### config.mk
export PLATFORM = sky130hd
export DESIGN_NAME = tug_center_input_flat
export DESIGN_NICKNAME = d
export VERILOG_FILES = /design/src/rtl/tug_center_input_if.sv /design/src/rtl/tug_center_input.sv /design/src/flat_wrapper.sv
export SDC_FILE = /design/constraint.sdc
export NUM_CORES = 1
export LEC_CHECK = 0
export ABC_AREA = 1
export CAP_MARGIN = 20
export CORE_AREA = 2 2 39 41
export DETAILED_ROUTE_END_ITERATION = 12
export DIE_AREA = 0 0 41 43
export GPL_TIMING_DRIVEN = 0
export HOLD_SLACK_MARGIN = 0.1
export SETUP_SLACK_MARGIN = 0.2
export SLEW_MARGIN = 15
export SYNTH_ARGS = -nofsm -noshare
export SYNTH_HDL_FRONTEND = slang
export SYNTH_SLANG_ARGS = --single-unit
### constraint.sdc
create_clock -name clk -period 0.8 [get_ports clk]
set_input_delay 0.12 -clock clk [delete_from_list [all_inputs] [get_ports clk]]
set_output_delay 0.12 -clock clk [all_outputs]
set_load 0.02 [all_outputs]
### src/rtl/tug_center_input_if.sv
// Playfield I/O bundle for the tug-of-war center input block: raw buttons and
// neighbour light states in, move pulses and center light state out.
interface tug_center_input_if;
    logic press_l;
    logic press_r;
    logic NL;
    logic NR;
    logic L;
    logic R;
    logic lightOn;

    modport master (
        output press_l,
        output press_r,
        output NL,
        output NR,
        input  L,
        input  R,
        input  lightOn
    );

    modport slave (
        input  press_l,
        input  press_r,
        input  NL,
        input  NR,
        output L,
        output R,
        output lightOn
    );
endinterface

### src/rtl/tug_center_input.sv
// Button synchronizers, one-shot press detectors and the center-light FSM.
// Optional macro TUG_SYNC3_EN lengthens each synchronizer to 3 flops.
module tug_center_input (
    input  logic                clk,
    input  logic                reset,
    tug_center_input_if.slave   bus
);

`ifdef TUG_SYNC3_EN
    localparam int SYNC_W = 3;
`else
    localparam int SYNC_W = 2;
`endif

    typedef enum logic {
        ST_OFF = 1'b0,
        ST_ON  = 1'b1
    } state_t;

    logic [SYNC_W-1:0] r_sync_l;
    logic [SYNC_W-1:0] r_sync_r;
    logic              r_prev_l;
    logic              r_prev_r;
    logic              r_pulse_l;
    logic              r_pulse_r;
    state_t            r_state;
    logic              w_sync_l;
    logic              w_sync_r;

    assign w_sync_l = r_sync_l[SYNC_W-1];
    assign w_sync_r = r_sync_r[SYNC_W-1];

    // Bring both asynchronous button levels into the clk domain.
    always_ff @(posedge clk or posedge reset) begin
        if (reset) begin
            r_sync_l <= {SYNC_W{1'b0}};
            r_sync_r <= {SYNC_W{1'b0}};
        end else begin
            r_sync_l <= {r_sync_l[SYNC_W-2:0], bus.press_l};
            r_sync_r <= {r_sync_r[SYNC_W-2:0], bus.press_r};
        end
    end

    // prev resets low, so a button already held at reset release still yields one pulse.
    always_ff @(posedge clk or posedge reset) begin
        if (reset) begin
            r_prev_l  <= 1'b0;
            r_prev_r  <= 1'b0;
            r_pulse_l <= 1'b0;
            r_pulse_r <= 1'b0;
        end else begin
            r_prev_l  <= w_sync_l;
            r_prev_r  <= w_sync_r;
            r_pulse_l <= w_sync_l & ~r_prev_l;
            r_pulse_r <= w_sync_r & ~r_prev_r;
        end
    end

    // Center light: leaves on a lone pulse, returns only from the neighbour that pushes it back.
    always_ff @(posedge clk or posedge reset) begin
        if (reset) begin
            r_state <= ST_ON;
        end else begin
            case (r_state)
                ST_ON: begin
                    if (r_pulse_l ^ r_pulse_r) begin
                        r_state <= ST_OFF;
                    end else begin
                        r_state <= ST_ON;
                    end
                end
                ST_OFF: begin
                    if ((bus.NL & r_pulse_r & ~r_pulse_l) |
                        (bus.NR & r_pulse_l & ~r_pulse_r)) begin
                        r_state <= ST_ON;
                    end else begin
                        r_state <= ST_OFF;
                    end
                end
                default: begin
                    r_state <= ST_ON;
                end
            endcase
        end
    end

    assign bus.L       = r_pulse_l;
    assign bus.R       = r_pulse_r;
    assign bus.lightOn = (r_state == ST_ON);

endmodule

### src/flat_wrapper.sv
// flat-port wrapper written by rule: the top's interface ports become plain ports
module tug_center_input_flat 
  (clk, reset, bus_press_l, bus_press_r, bus_NL, bus_NR, bus_L, bus_R, bus_lightOn);
  tug_center_input_if bus_i ();
  input  logic clk;
  input  logic reset;
  input wire logic [$bits(bus_i.press_l)-1:0] bus_press_l;
  input wire logic [$bits(bus_i.press_r)-1:0] bus_press_r;
  input wire logic [$bits(bus_i.NL)-1:0] bus_NL;
  input wire logic [$bits(bus_i.NR)-1:0] bus_NR;
  output wire logic [$bits(bus_i.L)-1:0] bus_L;
  output wire logic [$bits(bus_i.R)-1:0] bus_R;
  output wire logic [$bits(bus_i.lightOn)-1:0] bus_lightOn;
  assign bus_i.press_l = bus_press_l;
  assign bus_i.press_r = bus_press_r;
  assign bus_i.NL = bus_NL;
  assign bus_i.NR = bus_NR;
  assign bus_L = bus_i.L;
  assign bus_R = bus_i.R;
  assign bus_lightOn = bus_i.lightOn;
  tug_center_input u_core (.clk(clk), .reset(reset), .bus(bus_i));
endmodule
==> flow_metrics.py, run 1 <==
metrics = {
    "power": {
        "power.density_cell_area_nw_per_um2": 2169,
        "max-vdd-ir-drop_uv": 771.4,
        "power.share.clock": 0.333,
        "netSwitchingPower_mw": 0.2221,
        "intPower_mw": 0.7739,
        "power.share.switching": 0.2230,
        "static-leakage-power_nw": 0.2287,
        "pwr-share-comb": 0.153,
        "seqPwrFrac": 0.514,
    },
    "setup_path": {
        "worst_path_dominant_cell_family": "flip-flops",
        "cp_max_fo": 2,
        "worstPathArrival_ns": 0.89,
        "critical_path_class": "reg -> out",
        "cp.required_ns": 0.68,
        "timing.critical_path.cells": "buf_6",
        "setup.worst_path.end_class": "output pin",
        "cp.buffers_inverters": 1,
        "startpoint_type": "flop",
        "timing.critical_path.slowest_stage_cell": "dfstp_2",
        "crit_path_max_incr_delay_ns": 0.53,
    },
    "sta": {
        "final_period_minus_worst_setup_slack_ns": 1.014,
        "final-setup-viol-count": 4,
        "max_slew_violations": 0,
        "worst_slew_pin_slew_ns": 0.3218,
        "rsz0062_at_grt": "yes",
        "hold_ws_ns": 0.1155,
        "achievable_freq_ghz": 0.9865,
        "fin_setup_tns_ns": -0.4726,
        "layout_setup_ws_ns": -0.2137,
        "clock_skew_ns": 0.0007163,
        "worst_slew_margin_rel": 0.7853,
        "final_min_period_over_clock_period": 1.267,
        "hold_viol": 0,
    },
    "logic_synthesis": {
        "synth.area.mux_share": 0,
        "synthCells": 27,
        "synth_compound_area_frac": 0,
        "post_synth_num_cell_types": 5,
        "combinational_family_with_the_most_area_after_synthesis": "simple AND/OR/NAND/NOR gates",
        "adder_cell_share_of_the_synthesized_area": 0,
        "ffs_latches_synth": 9,
        "synth_xor_xnor_area_share": 0,
        "area_of_the_mapped_netlist_sq_um": 294.0,
        "synth-simple-area-share": 0.1660,
        "synth_sequential_area_ratio": 0.7702,
        "avgSynthCellArea_sq_um": 10.89,
        "yosys_warnings": 0,
        "postSynthNetCount": 33,
    },
    "drt": {
        "vias_per_cell": 3.552,
        "drt-total-wl_um": 392,
        "route.vias.total": 206,
        "routed_wire_length_per_instance_um": 6.759,
        "detailedRoute.firstIterationViolations": 1,
        "drcViolationCount": 0,
        "drt_pass1_iterations": 2,
        "routed_antenna_nets": 0,
    },
    "cts": {
        "cts_tree": "built",
        "clock_tree.htree_level_count": 1,
        "cts_buffer_depth": 2,
        "path_clk_slew_ns": 0.06,
        "clock_insertion_delay_worst_skew_ns": 0.25,
        "clockRootBuffer": "clkbuf_4",
        "cts.sinks": 9,
        "cts_made_buffers": 3,
    },
    "final_layout": {
        "final_util": 0.3318,
        "final-instance-count-excl-fill": 58,
        "area_growth_syn_to_layout_pct": 56.17,
        "nFillCells": 142,
        "final_nets": 49,
        "antenna-diode-count": 0,
        "layout_cells_sized_above_1": 0.3571,
    },
    "global_routing": {
        "grt_max_degree": 10,
        "antenna_found_initial": 0,
        "global_route_wire_length_before_repair_um": 614,
        "overflow": 0,
        "first_global_vias": 176,
        "track_usage": 0.05618,
    },
    "die": {
        "die_height_um": 43,
        "core_area_sq_um": 1384,
        "die_area_sq_um": 1763,
        "num_io_pins": 9,
        "rows": 14,
        "die_w_um": 41,
        "initial_utilization": 0.2125,
    },
    "placement": {
        "dp_hpwl_um": 270,
        "place.gp.congestion": 0.6511,
        "post-place-cells": 51,
        "place.port_buffers": 8,
    },
    "status": {
        "outcome": "complete, but fails checks",
        "violations": "negative setup slack",
    },
    "min_path": {
        "holdCritPathClass": "in -> async",
    },
    "flow_run": {
        "cap_violations": 0,
    },
}
[worst reg2reg max path, delay by kind of cell, from the launching register on]
| kind | cells | cell delay [ns] |
|---|---|---|
| flip-flops | 1 | 0.41 |
| buffers and inverters | 2 | 0.16 |
| AND/OR/NAND/NOR | 4 | 0.20 |
[cells in the final DEF (no fill, tap or decap), types with 2 or more instances in the layout]
cell type        instances
nand2_1                  9
clkdlybuf4s50_1          5
inv_2                    2
clkbuf_4                 3
nor2_1                   3
buf_6                    5
inv_1                    3
dfrtp_2                  2
dfrtp_1                  6
[per-layer routing]
| metal | track usage | up-vias | share of wire |
|---|---|---|---|
| met3 | 0.03141 | 0 | 0.082 |
| met5 | 0 | - | 0 |
| met2 | 0.05938 | 8 | 0.45 |
| met1 | 0.07143 | 91 | 0.46 |
| li1 | - | 107 | - |
| met4 | 0.06000 | 0 | 0 |
[area by class of cell]
class / instances / area, sq um / area share
Tap cell: 16 / 20.02 / 0.04360
Multi-Input combinational cell: 13 / 51.30 / 0.1117
Clock buffer: 4 / 26.28 / 0.05722
Inverter: 5 / 18.77 / 0.04087
Sequential cell: 9 / 229.0 / 0.4986
Timing Repair Buffer: 11 / 113.9 / 0.2480
[power groups by stage]
stage / Combinational [mW] / Sequential [mW] / Clock [mW]
finish: 0.153 / 0.512 / 0.332
global route: 0.167 / 0.517 / 0.370
CTS: 0.153 / 0.513 / 0.345
detailed placement: 0.117 / 0.522 / 0
global placement: 0.116 / 0.520 / 0
floorplan: 0.0346 / 0.540 / 0
[flip-flops by register name, indices dropped and copies added, names as in the netlist]
name                count
u_core.r_sync_l         2
u_core.bus.lightOn      1
u_core.r_prev_l         1
u_core.r_sync_r         2
u_core.r_prev_r         1
u_core.bus.R            1
u_core.bus.L            1
[through the flow]
step / instance area, sq um / power [mW] / setup WS (ns)
after floorplan: 296.5 / 0.5747 / 0.01554
after global placement: 396.6 / 0.6362 / -0.4373
after detailed placement: 396.6 / 0.6387 / -0.4406
after CTS: 456.7 / 1.011 / -0.2248
after global routing: 459.2 / 1.053 / -0.2500
final: 459.2 / 0.9960 / -0.2137
[final timing paths]
kind / slack (ns) / depth (start not counted) / startpoint / end
max in group asynchronous: 0.40 / 2 / reset / u_core.bus.lightOn
worst min register to register: 0.35 / 0 / u_core.r_sync_r[0] / u_core.r_sync_r[1]
worst max-delay path: -0.21 / 1 / u_core.bus.lightOn / bus_lightOn
min in group clk: 0.31 / 1 / bus_press_l / u_core.r_sync_l[0]
worst max register to register: -0.03 / 6 / u_core.bus.L / u_core.bus.lightOn
worst min-delay path: 0.12 / 2 / reset / u_core.r_sync_r[0]
[kinds of logic (layout without fill, tap and decap cells)]
family	Yosys count	count (layout)
buf+inv	5	20
simple gates	13	13
flops	9	9
[Yosys cell counts]
master	instances	area, sq um
dfrtp_1	8	200.2
dfstp_2	1	26.28
inv_1	5	18.77
nand2_1	9	33.78
nor2_1	4	15.01
[timing repair]
action / CTS / global route
setup buffers: 3 / 0
resized for setup: 22 / 1
hold buffers: 0 / 0
setup endpoints to repair: 4 / 4
pin swaps: 1 / 0
hold endpoints to repair: 0 / 0
No activity file was read; power rests on OpenSTA's default activity.
==> run 2, diff against run 1 <==
--- a/config.mk
+++ b/config.mk
@@ -10,6 +10,7 @@
 export CORE_AREA = 2 2 39 41
 export DETAILED_ROUTE_END_ITERATION = 12
 export DIE_AREA = 0 0 41 43
+export DONT_BUFFER_PORTS = 1
 export GPL_TIMING_DRIVEN = 0
 export HOLD_SLACK_MARGIN = 0.1
 export SETUP_SLACK_MARGIN = 0.2
==> flow_metrics.py, run 2 (same netlist as run 1, synthesis figures left out) <==
metrics = {
    "status": {
        "outcome": "complete, but fails checks",
        "violations": "negative setup slack",
    },
    "global_routing": {
        "first_global_vias": 153,
        "track_usage": 0.04893,
        "overflow": 0,
        "grt_max_degree": 10,
        "antenna_found_initial": 0,
        "global_route_wire_length_before_repair_um": 531,
    },
    "sta": {
        "worst_slew_pin_slew_ns": 0.1909,
        "layout_setup_ws_ns": -0.1761,
        "worst_slew_margin_rel": 0.8725,
        "final_period_minus_worst_setup_slack_ns": 0.9761,
        "final_min_period_over_clock_period": 1.220,
        "hold_viol": 0,
        "final-setup-viol-count": 4,
        "rsz0062_at_grt": "yes",
        "achievable_freq_ghz": 1.024,
        "max_slew_violations": 0,
        "fin_setup_tns_ns": -0.2899,
        "clock_skew_ns": 0.001300,
        "hold_ws_ns": 0.05331,
    },
    "cts": {
        "clockRootBuffer": "clkbuf_4",
        "clock_tree.htree_level_count": 1,
        "cts_buffer_depth": 2,
        "cts_made_buffers": 3,
        "cts_tree": "built",
        "ctsHoldBuffers": 3,
        "clock_insertion_delay_worst_skew_ns": 0.25,
        "path_clk_slew_ns": 0.06,
        "cts.sinks": 9,
    },
    "power": {
        "max-vdd-ir-drop_uv": 1080,
        "power.density_cell_area_nw_per_um2": 2467,
        "static-leakage-power_nw": 0.1807,
        "power_mw": 0.9289,
    },
    "drt": {
        "drt-total-wl_um": 349,
        "detailedRoute.firstIterationViolations": 2,
        "routed_wire_length_per_instance_um": 6.980,
        "wirelength_met1_um": 160,
        "vias_per_cell": 3.560,
        "wl_met3_um": 50,
        "top_layer": "met3",
        "met2RoutedLength_um": 138,
        "drt_pass1_iterations": 2,
        "drcViolationCount": 0,
        "routed_antenna_nets": 0,
        "route.vias.total": 178,
    },
    "setup_path": {
        "setup.worst_path.end_class": "output pin",
        "critical_path_class": "reg -> out",
        "startpoint_type": "flop",
        "worstPathArrival_ns": 0.86,
        "timing.reg2reg.worst_path_depth": 3,
        "crit-reg2reg-launch": "u_core.bus.lightOn",
        "reg2reg_setup_slack_ns": -0.03,
        "rr_endpoint": "u_core.bus.lightOn",
        "cp_max_fo": 3,
        "cp.required_ns": 0.68,
    },
    "min_path": {
        "min_delay_worst_endpoint": "u_core.bus.lightOn",
        "holdCritPathClass": "in -> reg",
        "whs_path_depth": 4,
        "min_from": "bus_NL",
    },
    "final_layout": {
        "layout_cells_sized_above_1": 0.2647,
        "final_util": 0.2722,
        "final-instance-count-excl-fill": 50,
        "area_growth_syn_to_layout_pct": 28.09,
        "antenna-diode-count": 0,
        "stdcell_area_sq_um": 376.6,
        "final_nets": 41,
        "largest_registers": "u_core.r_sync_l x2, u_core.r_sync_r x2",
        "final_common_cell": "nand2_1",
        "final_cell_mix": "nand2_1, dfrtp_1, nor2_1",
    },
    "die": {
        "num_io_pins": 9,
        "die_w_um": 41,
        "initial_utilization": 0.2125,
        "die_area_sq_um": 1763,
        "die_height_um": 43,
        "core_area_sq_um": 1384,
        "rows": 14,
    },
    "placement": {
        "post-place-cells": 43,
        "place.gp.congestion": 0.6283,
        "placement.cell_area_sq_um": 316.6,
        "dp_slack_ns": -0.03262,
        "place.port_buffers": 0,
    },
    "flow_run": {
        "cap_violations": 0,
    },
}
==> run 2: final cells by class <==
type / instances / area (sq um)
clock buffers: 4 / 26.28
fillers: 145 / 1007
inverters: 5 / 22.52
multi-input cells: 13 / 48.80
flip-flops and latches: 9 / 229.0
well taps: 16 / 20.02
repair buffers: 3 / 30.03
==> run 2: worst max path at each step <==
stage                            start                 end  slack, ns  cells past startpoint
floorplan           u_core.bus.lightOn  u_core.bus.lightOn       0.02                      3
global placement    u_core.bus.lightOn  u_core.bus.lightOn      -0.02                      3
detailed placement  u_core.bus.lightOn  u_core.bus.lightOn      -0.03                      3
CTS                 u_core.bus.lightOn         bus_lightOn      -0.19                      0
global route        u_core.bus.lightOn         bus_lightOn      -0.21                      0
finish              u_core.bus.lightOn         bus_lightOn      -0.18                      0
==> run 2: routing by layer <==
layer  vias up  global-route usage
met1        75             0.05068
met4         0                   0
met5         -                   0
li1         92                   -
met2        11             0.06563
met3         0             0.06283
==> run 2: report_power, final <==
| part | leakage (nW) | total [mW] | internal [mW] | switching [mW] |
|---|---|---|---|---|
| Sequential | 0.103 | 0.538 | 0.496 | 0.0413 |
| Clock | 0.0150 | 0.338 | 0.191 | 0.146 |
| Combinational | 0.0622 | 0.0534 | 0.0246 | 0.0288 |
==> run 2: what timing repair did <==
item / in CTS / in global routing
gates cloned: 0 / 0
resized for setup: 0 / 3
setup buffers: 0 / 0
endpoints found under the setup margin: 4 / 7
hold endpoints to repair: 12 / 1
